File: config.mk
export PLATFORM = sky130hd
export DESIGN_NAME = elastic_link_buffer_flat
export DESIGN_NICKNAME = d
export VERILOG_FILES = /design/src/rtl/elastic_link_buffer_if.sv /design/src/rtl/elastic_link_buffer.sv /design/src/flat_wrapper.sv
export SDC_FILE = /design/constraint.sdc
export NUM_CORES = 1
export LEC_CHECK = 0
export BUFFER_PORTS_ARGS = -buffer_cell sky130_fd_sc_hd__buf_2
export CAP_MARGIN = 20
export CORE_UTILIZATION = 49
export CTS_CLUSTER_SIZE = 30
export DETAILED_ROUTE_END_ITERATION = 10
export GPL_TIMING_DRIVEN = 0
export HOLD_SLACK_MARGIN = 0.08
export PLACE_DENSITY_LB_ADDON = 0.05
export SLEW_MARGIN = 20
export SYNTH_ARGS = -nofsm -noshare
export SYNTH_HDL_FRONTEND = slang
export SYNTH_SLANG_ARGS = --single-unit
File: constraint.sdc
create_clock -name clock -period 2.17 [get_ports clock]
set_input_delay 0.1085 -clock clock [delete_from_list [all_inputs] [get_ports clock]]
set_output_delay 0.1085 -clock clock [all_outputs]
set_load 0.02 [all_outputs]
File: src/rtl/elastic_link_buffer_if.sv
// rtl/elastic_link_buffer_if.sv - req/ack/packet link bundle for elastic_link_buffer
//
// Purpose : carries one point-to-point packet link. A transfer happens on a
//           rising clock edge where req and ack are both high.
// Signals : req    - sender has a valid packet on the link
//           ack    - receiver takes the packet this cycle
//           packet - PACKET_WIDTH-bit payload, meaningful while req is high
// Modports: sender   drives req/packet, observes ack
//           receiver observes req/packet, drives ack
interface link_if #(
    parameter int PACKET_WIDTH = 8
);
    logic                    req;
    logic                    ack;
    logic [PACKET_WIDTH-1:0] packet;

    modport sender (
        output req,
        output packet,
        input  ack
    );

    modport receiver (
        input  req,
        input  packet,
        output ack
    );
endinterface

File: src/rtl/elastic_link_buffer.sv
// rtl/elastic_link_buffer.sv - store-and-forward elastic packet buffer between two req/ack links
//
// Purpose : FIFO_DEPTH-slot packet FIFO between an upstream and a downstream
//           req/ack link. One-cycle store-and-forward latency by default.
//           Optional feature macro: TIA_LINK_BUFFER_BYPASS_EN
//           (when defined, an empty buffer passes the upstream packet straight
//           through to the downstream link in the same cycle).
// Params  : FIFO_DEPTH        - packet slot count, >= 2, any integer
//           ALMOST_FULL_LEVEL - occupancy at or above which almost_full is high
//           PACKET_WIDTH      - packet payload width (must match the link_if)
// Ports   : clock       - positive-edge clock
//           reset       - asynchronous active-high reset of pointers/count
//           enable      - gates all transfers; low holds all state
//           flush       - synchronous discard of all buffered packets
//           quiescent   - buffer holds no packets
//           occupancy   - current packet count
//           almost_full - occupancy >= ALMOST_FULL_LEVEL
//           input_link  - upstream link (this block receives)
//           output_link - downstream link (this block sends)

`ifndef TIA_LINK_BUFFER_FIFO_DEPTH
`define TIA_LINK_BUFFER_FIFO_DEPTH 4
`endif

module elastic_link_buffer #(
    parameter int FIFO_DEPTH        = `TIA_LINK_BUFFER_FIFO_DEPTH,
    parameter int ALMOST_FULL_LEVEL = FIFO_DEPTH - 1,
    parameter int PACKET_WIDTH      = 8
) (
    input  logic                              clock,
    input  logic                              reset,
    input  logic                              enable,
    input  logic                              flush,
    output logic                              quiescent,
    output logic [$clog2(FIFO_DEPTH+1)-1:0]   occupancy,
    output logic                              almost_full,
    link_if.receiver                          input_link,
    link_if.sender                            output_link
);

    localparam int OCC_W = $clog2(FIFO_DEPTH + 1);
    localparam int PTR_W = (FIFO_DEPTH > 1) ? $clog2(FIFO_DEPTH) : 1;

    localparam logic [OCC_W-1:0] OCC_FULL = OCC_W'(FIFO_DEPTH);
    localparam logic [OCC_W-1:0] OCC_AF   = OCC_W'(ALMOST_FULL_LEVEL);
    localparam logic [PTR_W-1:0] PTR_LAST = PTR_W'(FIFO_DEPTH - 1);

    // Illegal configurations stop elaboration.
    generate
        if (FIFO_DEPTH < 2) begin : g_bad_depth
            $error("elastic_link_buffer: FIFO_DEPTH must be >= 2");
        end
        if ((ALMOST_FULL_LEVEL < 1) || (ALMOST_FULL_LEVEL > FIFO_DEPTH)) begin : g_bad_af
            $error("elastic_link_buffer: ALMOST_FULL_LEVEL must be in 1..FIFO_DEPTH");
        end
    endgenerate

    // Packet slots are never reset; head/tail/count alone define validity.
    logic [PACKET_WIDTH-1:0] slots [FIFO_DEPTH];

    logic [PTR_W-1:0] head;
    logic [PTR_W-1:0] tail;
    logic [OCC_W-1:0] count;

    logic is_empty;
    logic is_full;
    logic in_ack;
    logic out_req;
    logic [PACKET_WIDTH-1:0] out_packet;
    logic bypass_active;
    logic push;
    logic pop;
    logic store;
    logic release_slot;

    assign is_empty = (count == '0);
    assign is_full  = (count == OCC_FULL);

    // Upstream ack depends only on local state and upstream req, so the
    // downstream ack never ripples back to the upstream link.
    assign in_ack = input_link.req && enable && !flush && !is_full;

`ifdef TIA_LINK_BUFFER_BYPASS_EN
    // An empty buffer offers the arriving packet downstream in the same cycle.
    assign bypass_active = is_empty && enable && !flush && input_link.req;
    assign out_req       = enable && !flush && (!is_empty || bypass_active);
    assign out_packet    = bypass_active ? input_link.packet : slots[head];
`else
    assign bypass_active = 1'b0;
    assign out_req       = enable && !flush && !is_empty;
    assign out_packet    = slots[head];
`endif

    assign push = input_link.req && in_ack;
    assign pop  = out_req && output_link.ack;

    // A bypassed packet that is taken downstream in the same cycle never
    // touches the slots; otherwise accepted packets are stored at the tail
    // and completed output transfers free the head slot.
    assign store        = push && !(bypass_active && pop);
    assign release_slot = pop && !bypass_active;

    assign input_link.ack     = in_ack;
    assign output_link.req    = out_req;
    assign output_link.packet = out_packet;

    assign occupancy   = count;
    assign quiescent   = is_empty;
    assign almost_full = (count >= OCC_AF);

    always_ff @(posedge clock or posedge reset) begin
        if (reset) begin
            head  <= '0;
            tail  <= '0;
            count <= '0;
        end else if (flush) begin
            head  <= '0;
            tail  <= '0;
            count <= '0;
        end else begin
            if (store) begin
                tail <= (tail == PTR_LAST) ? '0 : tail + 1'b1;
            end
            if (release_slot) begin
                head <= (head == PTR_LAST) ? '0 : head + 1'b1;
            end
            if (store && !release_slot) begin
                count <= count + 1'b1;
            end else if (release_slot && !store) begin
                count <= count - 1'b1;
            end
        end
    end

    always_ff @(posedge clock) begin
        if (store) begin
            slots[tail] <= input_link.packet;
        end
    end

endmodule

File: src/flat_wrapper.sv
// flat-port wrapper written by rule: the top's interface ports become plain ports
module elastic_link_buffer_flat 
#(
    parameter int FIFO_DEPTH        = `TIA_LINK_BUFFER_FIFO_DEPTH,
    parameter int ALMOST_FULL_LEVEL = FIFO_DEPTH - 1,
    parameter int PACKET_WIDTH      = 8
)
  (clock, reset, enable, flush, quiescent, occupancy, almost_full, input_link_req, input_link_packet, input_link_ack, output_link_req, output_link_packet, output_link_ack);
  link_if #(.PACKET_WIDTH(PACKET_WIDTH)) input_link_i ();
  link_if #(.PACKET_WIDTH(PACKET_WIDTH)) output_link_i ();
  input  logic clock;
  input  logic reset;
  input  logic enable;
  input  logic flush;
  output logic quiescent;
  output logic [$clog2(FIFO_DEPTH+1)-1:0] occupancy;
  output logic almost_full;
  input wire logic [$bits(input_link_i.req)-1:0] input_link_req;
  input wire logic [$bits(input_link_i.packet)-1:0] input_link_packet;
  output wire logic [$bits(input_link_i.ack)-1:0] input_link_ack;
  output wire logic [$bits(output_link_i.req)-1:0] output_link_req;
  output wire logic [$bits(output_link_i.packet)-1:0] output_link_packet;
  input wire logic [$bits(output_link_i.ack)-1:0] output_link_ack;
  assign input_link_i.req = input_link_req;
  assign input_link_i.packet = input_link_packet;
  assign input_link_ack = input_link_i.ack;
  assign output_link_req = output_link_i.req;
  assign output_link_packet = output_link_i.packet;
  assign output_link_i.ack = output_link_ack;
  elastic_link_buffer #(.FIFO_DEPTH(FIFO_DEPTH), .ALMOST_FULL_LEVEL(ALMOST_FULL_LEVEL), .PACKET_WIDTH(PACKET_WIDTH)) u_core (.clock(clock), .reset(reset), .enable(enable), .flush(flush), .quiescent(quiescent), .occupancy(occupancy), .almost_full(almost_full), .input_link(input_link_i), .output_link(output_link_i));
endmodule
==> impl_metrics.csv <==
group,metric,value,unit
run_status,status,"finished clean",
sta,crit_share_post_route,96.9,%
yosys,synth-edff-count,32,
floorplanning,die_area,0.00365,sq mm
finish,drive_above_1_share,36.6,%
worst_setup_path,critical_path.slowest_cell,"dfrtp_2",
yosys,post_synth.cell_area_avg,17.2,sq um
sta,max_slew_margin,62.6,%
worst_setup_path,setup.worst_path.end_class,"flop",
clock_tree,tritoncts,"yes",
global_route,gr-usage-all-layers,18.4,%
pwr,p_switching,0.488,mW
global_route,grt_antenna_before_repair,0,
routing,drt-vias-per-instance,4.98,
yosys,yosysSeqAreaShare,67.9,%
worst_setup_path,cp_max_fo,7,
global_route,pin_count_of_the_biggest_net_entering_global_routing,13,
placed_design,place_hpwl,1930,microns
routing,detail_route.drc_violations,0,
yosys,total_nets_after_synthesis,116,
sta,timing_worst_slew_pin_value,0.560,ns
routing,routed_wirelength_normalized_by_instance_count,15.1,microns
sta,report.final.setup_viol,0,
finish,flow.area_growth_from_synthesis,23.0,%
clock_tree,cts_inserted_buffers,5,
yosys,netlist_instances,97,
pwr,p_seq_share,51.9,%
pwr,ir_drop,0.434,mV
floorplanning,fp.coreArea,0.00315,sq mm
worst_setup_path,worstSetupPathDepth,7,
sta,clock_skew,0.00987,ns
routing,drt_first_pass_iters,4,
global_route,first_global_vias,955,
routing,drt_iter0_markers,12,
placed_design,placer_congestion,0.772,
clock_tree,clkLatencyLatePin,0.34,ns
sta,max_clock_freq,0.476,GHz
yosys,synth-main-ff-cell,"edfxtp_1",
placed_design,dpl_worst_slack,0.00185,ns
worst_hold_path,worstHoldPathCells,3,
pwr,internal_power,1.24,mW
placed_design,portBuffers,27,
finish,finish.cell_count_without_fillers,186,
yosys,yosys_warnings,0,
worst_setup_path,cpLargestDelayFamily,"simple AND/OR/NAND/NOR gates",
floorplanning,initial_core_util,53.1,%
worst_hold_path,hold_class,"input pin to flop",
worst_setup_path,path_cells,"nor2_4 > a211oi_4 > nor2b_1 > fa_1 > or4_1 > mux2i_1 > a31o_2",
floorplanning,die_h,60.4,microns
pwr,power.share.combinational,21.2,%
clock_tree,clk_root_buffer_cell,"clkbuf_4",
pwr,power_leakage,0.780,nW
global_route,first_pass_grt_wire_length,4530,microns
pwr,cellPowerDensity,839,mW/mm^2
sta,final-max-slew-violation-count,0,
worst_setup_path,crit_path_max_incr_delay,0.48,ns
clock_tree,clock_sinks,39,
sta,final_tns_setup,0,ns
worst_setup_path,cp.buffers_inverters,0,
sta,rsz0062_at_grt,"no",
floorplanning,standard_cell_rows,20,
routing,dr_total_vias,927,
yosys,yosysUniqueCellTypes,25,
finish,layout.nets,160,
floorplanning,ios,29,
sta,finalHoldViolCount,0,
yosys,ys_top_cells_by_area,"edfxtp_1 57%, mux4_2 11%, dfrtp_1 10%",
worst_setup_path,critPathArrivalTime,2.38,ns
clock_tree,cts.reportedPaths.clkPinSlew,0.11,ns
pwr,relative_contribution_of_the_clock_network_to_total_power,26.9,%
worst_setup_path,critPathLaunchType,"flop",
yosys,ys_ff_latch,39,
sta,final.min_clock_period,2.10,ns
run,max_cap_viol_count,0,
floorplanning,die_x,60.4,microns
pwr,netSwitchingFraction,28.3,%
worst_setup_path,worst_ep_required_time,2.45,ns
yosys,yosysTopAreaCell,"edfxtp_1",
global_route,grt-ovfl-total,0,
placed_design,numPlacedInstances,168,
routing,postRouteAntennaNets,0,
yosys,synth.cell_area,0.00167,sq mm
finish,insertedDiodeCount,0,
sta,worst_slack,0.0676,ns
routing,wirelength,2810,microns
clock_tree,cts_htree_levels,2,
clock_tree,clk_path_buf_depth,2,
yosys,yosysTopAreaCellShare,57.4,%
worst_setup_path,worst_r2r_path_depth,7,
worst_setup_path,criticalPathCategory,"flop to flop",
yosys,async_flop_share,17.9,%
routing by layer:
layer / track usage, % / vias up / part of all wire [%]
met5: 0 / - / 0
met2: 31.1 / 23 / 49
met4: 7.79 / 0 / 1.8
met3: 5.12 / 6 / 3.6
li1: - / 454 / -
met1: 22.3 / 444 / 45
power groups by stage:
stage	clock network [mW]	registers, mW	logic, mW
6_report	0.464	0.897	0.367
2_1_floorplan	0	0.919	0.225
3_3_place_gp	0	0.903	0.339
3_5_place_dp	0	0.907	0.348
5_1_grt	0.506	0.903	0.403
4_1_cts	0.473	0.894	0.363
stage by stage:
| step | hold WS [ns] | cell area, sq um | power, mW | util, % |
|---|---|---|---|---|
| floorplan | -0.0882 | 1680 | 1.14 | - |
| global route | 0.150 | 2060 | 1.81 | 65.3 |
| CTS | 0.119 | 2050 | 1.73 | 65.0 |
| detailed placement | 0.0843 | 1870 | 1.25 | 59.3 |
| global placement | 0.0696 | 1870 | 1.24 | 59.3 |
| finish | 0.135 | 2060 | 1.73 | 65.3 |
kinds of logic after synthesis:
family	after synthesis	synth area share [%]
flip-flops	39	67.9
AND/OR/NAND/NOR	22	7.40
multiplexers	12	13.2
buffers and inverters	9	2.17
AO/OA/AOI/OAI	6	3.07
adder cells (fa/ha/maj)	5	4.19
XOR/XNOR	4	2.09
worst register-to-register path, cell delays in order (launching register included):
cell,delay [ns]
dfrtp_2,0.48
nor2_4,0.16
a211oi_4,0.10
nor2b_1,0.16
fa_1,0.41
or4_1,0.48
mux2i_1,0.14
a31o_2,0.12
synthesized netlist by cell type (2+ instances only):
cell,n
mux2i_1,4
nor2_1,6
buf_2,2
ha_1,4
edfxtp_1,32
dfrtp_1,7
o21ai_0,2
xnor2_1,4
nand3b_1,2
mux4_2,8
inv_1,6
nand2_1,3
and2_1,4
nor3b_1,2
state kept, by name (all words and copies together), names as in the netlist:
name              flops
u_core.head           2
u_core.occupancy      3
u_core.slots         32
u_core.tail           2
path summary, 6_finish.rpt:
path,end,slack [ns],start
min in group asynchronous,u_core.tail[0],0.25,reset
min,u_core.occupancy[2],0.13,enable
min reg2reg,u_core.occupancy[0],0.59,u_core.occupancy[0]
max in group asynchronous,u_core.occupancy[1],1.66,reset
max reg2reg,u_core.occupancy[2],0.07,u_core.occupancy[1]
max,u_core.occupancy[2],0.07,u_core.occupancy[1]
cell usage in the layout (no fill, tap or decap), drive strengths merged:
cell type / instances
nand3b: 2
nor2b: 1
nor3b: 2
o21ai: 2
dfrtp: 7
clkbuf: 5
mux2i: 4
ha: 4
a21oi: 1
bufinv: 1
and3: 1
nor3: 2
buf: 30
or4: 1
a31o: 1
clkinv: 2
dlygate4sd3: 10
mux4: 8
nor2: 6
xnor2: 4
edfxtp: 32
and2: 4
nand2: 3
a21o: 1
a211oi: 1
inv: 6
fa: 1
cell type report:
type	instances	area, sq um
Clock buffer	5	37.5
Tap cell	44	55.1
Fill cell	255	1090
Multi-Input combinational cell	49	515
Clock inverter	3	38.8
Inverter	6	22.5
Buffer	3	13.8
Timing Repair Buffer	37	235
Sequential cell	39	1140
repair_timing:
item	CTS	global route
hold endpoints to repair	43	0
setup endpoints to repair	1	1
buffers inserted	0	0
gates resized for setup	2	2
hold buffers	10	0
(Power assumes the default switching activity.)
